<file path="src/rtl/gb_cpu_common_pkg.sv">
// Shared CPU types: per-M-cycle control word, instruction schedules, condition codes,
// plus the opcode-fetch control word / schedule and the branch condition helper.
package gb_cpu_common_pkg;

  localparam int MAX_MCYCLES = 6;

  typedef enum logic [2:0] {
    REG16_NONE = 3'd0, REG16_PC, REG16_SP, REG16_HL, REG16_BC, REG16_DE, REG16_WZ
  } reg16_t;

  typedef enum logic [3:0] {
    REG_NONE = 4'd0, REG_IR, REG_A, REG_F, REG_B, REG_C, REG_D, REG_E,
    REG_H, REG_L, REG_W, REG_Z
  } reg8_t;

  typedef enum logic [1:0] {IDU_NOP = 2'd0, IDU_INC, IDU_DEC} idu_op_t;

  typedef enum logic [3:0] {
    ALU_NOP = 4'd0, ALU_ADD, ALU_ADC, ALU_SUB, ALU_SBC, ALU_AND, ALU_XOR, ALU_OR, ALU_CP
  } alu_op_t;

  typedef enum logic [1:0] {CC_NZ = 2'd0, CC_Z, CC_NC, CC_C} condition_code_t;

  typedef struct packed {
    reg16_t  addr_src;
    logic    receive_data_bus;
    reg8_t   data_dst;
    logic    write_data_bus;
    reg8_t   data_src;
    idu_op_t idu_op;
    reg16_t  idu_src;
    reg16_t  idu_dst;
    logic    idu_wren;
    alu_op_t alu_op;
    logic    cc_check;
  } control_signals_t;

  typedef struct packed {
    logic [2:0]                              m_cycles;
    condition_code_t                         condition;
    logic                                    cb_prefix_next;
    logic                                    bit_cmd;
    control_signals_t [MAX_MCYCLES-1:0]      instruction_controls;
  } schedule_t;

  localparam control_signals_t FETCH_CTRL = '{
    addr_src: REG16_PC, receive_data_bus: 1'b1, data_dst: REG_IR,
    write_data_bus: 1'b0, data_src: REG_NONE,
    idu_op: IDU_INC, idu_src: REG16_PC, idu_dst: REG16_PC, idu_wren: 1'b1,
    alu_op: ALU_NOP, cc_check: 1'b0
  };

  localparam schedule_t FETCH_SCHEDULE = '{
    m_cycles: 3'd1, condition: CC_NZ, cb_prefix_next: 1'b0, bit_cmd: 1'b0,
    instruction_controls: {{((MAX_MCYCLES-1)*$bits(control_signals_t)){1'b0}}, FETCH_CTRL}
  };

  function automatic logic cond_check(condition_code_t cc, logic z, logic c);
    logic res;
    unique case (cc)
      CC_NZ:   res = ~z;
      CC_Z:    res = z;
      CC_NC:   res = ~c;
      default: res = c;
    endcase
    return res;
  endfunction

endpackage

</file>
<file path="src/rtl/gb_cpu_sequencer.sv">
// M-cycle sequencer: steps through the running instruction's schedule, handles
// conditional early exit, CB prefixing and interrupt dispatch insertion.
module gb_cpu_sequencer
  import gb_cpu_common_pkg::*;
(
  input  logic             clk,
  input  logic             rst_n,
  input  logic             mcycle_en,
  input  schedule_t        schedule_i,
  input  logic             flag_z,
  input  logic             flag_c,
  input  logic             irq_take,
  output control_signals_t ctrl_o,
  output logic [2:0]       cycle_idx_o,
  output logic             cb_mode_o,
  output logic             bit_cmd_o,
  output logic             irq_select_o,
  output logic             irq_active_o,
  output logic             boundary_o
);

  schedule_t  sched_q, sched_d;
  logic [2:0] idx_q, idx_d;
  logic       cb_q, cb_d;
  logic       irq_q, irq_d;

  logic [2:0] last_idx;
  logic       at_last;
  logic       cc_fail;

  // m_cycles of 0 runs as a single-cycle instruction; >6 saturates at entry 5
  always_comb begin
    if (sched_q.m_cycles == 3'd0)      last_idx = 3'd0;
    else if (sched_q.m_cycles >= 3'd6) last_idx = 3'd5;
    else                               last_idx = sched_q.m_cycles - 3'd1;
  end

  assign ctrl_o       = sched_q.instruction_controls[idx_q];
  assign at_last      = (idx_q == last_idx);
  assign cc_fail      = ctrl_o.cc_check & ~cond_check(sched_q.condition, flag_z, flag_c);
  assign boundary_o   = at_last | cc_fail;
  assign irq_select_o = at_last & irq_take & ~sched_q.cb_prefix_next & ~irq_q;
  assign cb_mode_o    = sched_q.cb_prefix_next & at_last;
  assign bit_cmd_o    = sched_q.bit_cmd;
  assign irq_active_o = irq_q;
  assign cycle_idx_o  = idx_q;

  always_comb begin
    sched_d = sched_q;
    idx_d   = idx_q;
    cb_d    = cb_q;
    irq_d   = irq_q;
    if (mcycle_en) begin
      // a failed condition on the final entry is irrelevant: reload wins
      if (at_last) begin
        sched_d = schedule_i;
        idx_d   = 3'd0;
        cb_d    = sched_q.cb_prefix_next;
        irq_d   = irq_select_o;
      end else if (cc_fail) begin
        idx_d = last_idx;
      end else begin
        idx_d = idx_q + 3'd1;
      end
    end
  end

  always_ff @(posedge clk) begin
    if (!rst_n) begin
      sched_q <= FETCH_SCHEDULE;
      idx_q   <= 3'd0;
      cb_q    <= 1'b0;
      irq_q   <= 1'b0;
    end else begin
      sched_q <= sched_d;
      idx_q   <= idx_d;
      cb_q    <= cb_d;
      irq_q   <= irq_d;
    end
  end

endmodule

</file>
<file path="config.mk">
export PLATFORM = sky130hd
export DESIGN_NAME = gb_cpu_sequencer
export DESIGN_NICKNAME = d
export VERILOG_FILES = /design/src/rtl/gb_cpu_common_pkg.sv /design/src/rtl/gb_cpu_sequencer.sv
export SDC_FILE = /design/constraint.sdc
export NUM_CORES = 1
export LEC_CHECK = 0
export ABC_CLOCK_PERIOD_IN_PS = 2640
export CORE_ASPECT_RATIO = 0.8
export CORE_MARGIN = 1
export CORE_UTILIZATION = 35
export CTS_BUF_LIST = sky130_fd_sc_hd__clkbuf_4 sky130_fd_sc_hd__clkbuf_8 sky130_fd_sc_hd__clkbuf_16
export DETAILED_ROUTE_END_ITERATION = 8
export GPL_TIMING_DRIVEN = 0
export SLEW_MARGIN = 20
export SYNTH_ARGS = -nofsm -noshare
export SYNTH_HDL_FRONTEND = slang
export SYNTH_SLANG_ARGS = --single-unit
</file>
<file path="constraint.sdc">
create_clock -name clk -period 2.64 [get_ports clk]
set_clock_uncertainty 0.15 [all_clocks]
set_input_delay 0.396 -clock clk [delete_from_list [all_inputs] [get_ports clk]]
set_output_delay 0.396 -clock clk [all_outputs]
set_load 0.01 [all_outputs]
</file>
==> reports/metrics.csv <==
stage;metric;value;unit
sta;fin. max-slew vios;0;
placement;port bufs;208;
synth;Mapped Cells;908;
finish;commonest cells after routing, fill and taps aside;nand2_1, mux2i_1, clkdlybuf4s50_1;
worst_setup_path;CP Capture Type;output pin;
clock_tree;clk sinks;173;
finish;area delta synth->final;42.14;%
power_and_ir_drop;Reg power frac;31.7;%
worst_setup_path;RR Startpoint;sched_q[167];
route;Routed wire per std cell;18.72;µm
hold_path;Hold Path Depth;2;
power_and_ir_drop;Power Internal;8.931;mW
floorplan;number of placement rows;50;
sta;worst slew pin tran;0.7803;ns
run;number of max-cap violations;0;
clock_tree;CTS root buffer;clkbuf_16;
synth;Cell variety after synth;31;
sta;RSZ-0062 raised after global routing;yes;
route;vias per cell;4.842;
synth;top post-synthesis cells by area;dfxtp_1, mux2i_1, nand2_1, mux4_2, clkbuf_1;
power_and_ir_drop;Power per Cell Area;1216;nW/µm²
placement;routability cong.;0.8487;
power_and_ir_drop;switching power total;5.462;mW
worst_setup_path;cells along the critical path;inv_4 > ha_4 > nand2_2 > o32a_1 > xnor2_2 > or3_4 > nor3_2 > buf_2;
clock_tree;worst skew pair latency;0.43;ns
synth;syn nets;1087;
power_and_ir_drop;clock power share;18.1;%
route;top sig layer;met5;
route;via count;7181;
sta;Final min period;2.864;ns
grt;initial antenna violation count;3;
sta;relative slew slack;47.98;%
grt;largest net degree at the start of global routing;19;
power_and_ir_drop;Logic pwr share;50.2;%
floorplan;DIE HEIGHT;140.0;µm
hold_path;Hold Path Origin;sched_q[60];
sta;Final Worst Setup Slack;-0.2243;ns
worst_setup_path;register-to-register setup slack;0.10;ns
grt;GRT overflow;0;
finish;most common cell after layout, fill and taps aside;nand2_1;
clock_tree;TritonCTS buffer count;17;
worst_setup_path;Worst R2R Path Depth;11;
synth;Post-Syn Area;8325;µm²
worst_setup_path;CP max FO;4;
route;remaining antenna violation count;0;
synth;share of the synthesized area in the top cell type;41.60;%
outcome;failing checks;negative setup slack;
synth;Mapped Avg Cell Area;9.169;µm²
outcome;status;finished, violations left;
floorplan;Boundary Pins;210;
clock_tree;CTS tree;yes;
grt;vias in the first global route;7134;
sta;final period utilization;108.5;%
clock_tree;H-Tree Depth;4;
sta;final hold violation count;0;
hold_path;hold endpoint;sched_q[60];
finish;Layout Nets;1336;
placement;placed cells;1428;
sta;Max Freq;349.1;MHz
clock_tree;Worst-path clk slew;0.07;ns
synth;register area share after synthesis;41.60;%
worst_setup_path;Critical Path RT;2.09;ns
worst_setup_path;max incr delay on CP;0.46;ns
floorplan;Core ar.;23400;µm²
power_and_ir_drop;sw frac;37.95;%
grt;first-pass GRT wire length;41.70;mm
worst_setup_path;crit path kind;reg2out;
floorplan;DIE WIDTH;174.4;µm
route;Iter 0 DRT Violations;401;
floorplan;Die Area;24410;µm²
power_and_ir_drop;Max rail drop VDD;0.0006467;V
worst_setup_path;Worst EP arrival;2.32;ns
synth;post-synth top area cell;dfxtp_1;
sta;setup TNS;-0.5826;ns
placement;Post-DP HPWL;20.33;mm
route;WL met1;13.80;mm
power_and_ir_drop;total power;14.39;mW
worst_setup_path;Reg2Reg Capture Point;sched_q[33];
route;DR WL met3;1.565;mm
route;Routed Wire Length;27.76;mm
route;drt drc;0;
hold_path;Worst Hold Class;reg2reg;
finish;final non-filler cell total;1483;
power_and_ir_drop;P_leak;4.643;nW
finish;share of layout cells above drive strength 1;14.53;%
floorplan;Starting Density;35.58;%
finish;post-layout util;50.58;%
sta;Setup Viol. Count Final;3;
grt;Tot GR Track Use;22.83;%
route;WL met2;12.13;mm
route;DRT Pass-1 Iters;5;
worst_setup_path;CP startpoint kind;flip-flop;
clock_tree;Clock Tree Buf Depth;2;
worst_setup_path;Slowest cell on crit path;or3_4;
synth;#FFs+latches synth;173;
synth;Ys Warns;0;
[Yosys cell counts]
cell,count
a21boi_0,1
a311oi_1,1
a31oi_1,1
a32o_1,1
and2_1,1
buf_1,3
buf_2,4
buf_4,11
buf_6,11
clkbuf_1,42
dfxtp_1,173
ha_1,4
inv_1,5
inv_2,1
mux2_2,1
mux2i_1,200
mux4_2,27
nand2_1,357
nand2b_1,1
nand4b_1,1
nor2_1,4
nor2b_1,18
nor3_1,2
nor4b_2,1
o21ai_0,27
o2bb2ai_1,2
o31ai_1,2
o32a_1,1
or3_1,1
xnor2_1,3
xnor2_2,1
[flip-flops by register name, summed over array words and instances (netlist names)]
signal	cells
bit_cmd_o	1
cycle_idx_o	3
irq_active_o	1
sched_q	168
[power groups by stage]
stage | combinational (mW) | clock (mW) | sequential [mW]
after detailed placement | 6.51 | 0 | 4.56
after global placement | 6.43 | 0 | 4.53
after floorplan | 4.43 | 0 | 4.34
final | 7.23 | 2.60 | 4.56
after global routing | 7.67 | 2.74 | 4.69
after CTS | 6.80 | 2.63 | 4.52
[routing by layer]
layer / vias up / GRT usage, %
li1: 3536 / -
met5: - / 0
met3: 18 / 5.510
met2: 201 / 35.21
met4: 2 / 4.755
met1: 3424 / 32.27
[what timing repair did]
item                                    CTS  global route
hold buffers                              0             0
endpoints found under the setup margin   30           131
buffers inserted                         19             3
cloned                                    1             1
resized for setup                       162            54
pin swaps                                11             5
[cell type report]
cell class	count	area, µm²
inverter	6	27.53
clock buffer	17	425.4
tap	312	390.4
fill	2241	11560
antenna	1	2.502
buffer	70	569.3
timing repair buffer	231	2218
clock inverter	15	175.2
multi-input combinational	658	4551
sequential	173	3475
[worst max-delay path by stage]
stage | startpoint | endpoint | slack (ns) | cells past startpoint
2_1_floorplan | sched_q[166] | irq_select_o | 0.23 | 6
3_3_place_gp | cycle_idx_o[0] | ctrl_o[19] | -0.74 | 7
3_5_place_dp | cycle_idx_o[0] | ctrl_o[19] | -0.74 | 7
4_1_cts | sched_q[166] | irq_select_o | -0.16 | 8
5_1_grt | sched_q[167] | irq_select_o | -0.26 | 8
6_report | sched_q[167] | irq_select_o | -0.22 | 8
[cells by family after synthesis]
group	count (synthesis)	share of synthesized area (%)
AOI/OAI and AO/OA	36	2.525
and+or+nand+nor	386	18.26
DFF	173	41.60
adders and majority gates	4	0.6012
buffers and inverters	77	5.020
xor gates and xnor gates	4	0.5111
muxes	228	31.48
[stage by stage]
step           setup WS, ns  hold WS, ns  area (µm²)
2_1_floorplan        0.2276       0.2815        8325
3_3_place_gp        -0.7358       0.2895       10800
3_5_place_dp        -0.7413       0.2968       10800
4_1_cts             -0.1553       0.3083       11710
5_1_grt             -0.2639       0.3182       11830
6_report            -0.2243       0.3072       11830
[worst max-delay path, delay by kind of cell, from the launching register on]
kind	cells	cell delay (ns)
buffers and inverters	2	0.20
DFF	1	0.36
xor gates and xnor gates	1	0.16
adders and majority gates	1	0.12
AOI/OAI and AO/OA	1	0.41
and+or+nand+nor	3	0.63
Note: power is estimated with default switching activity, not from simulation.
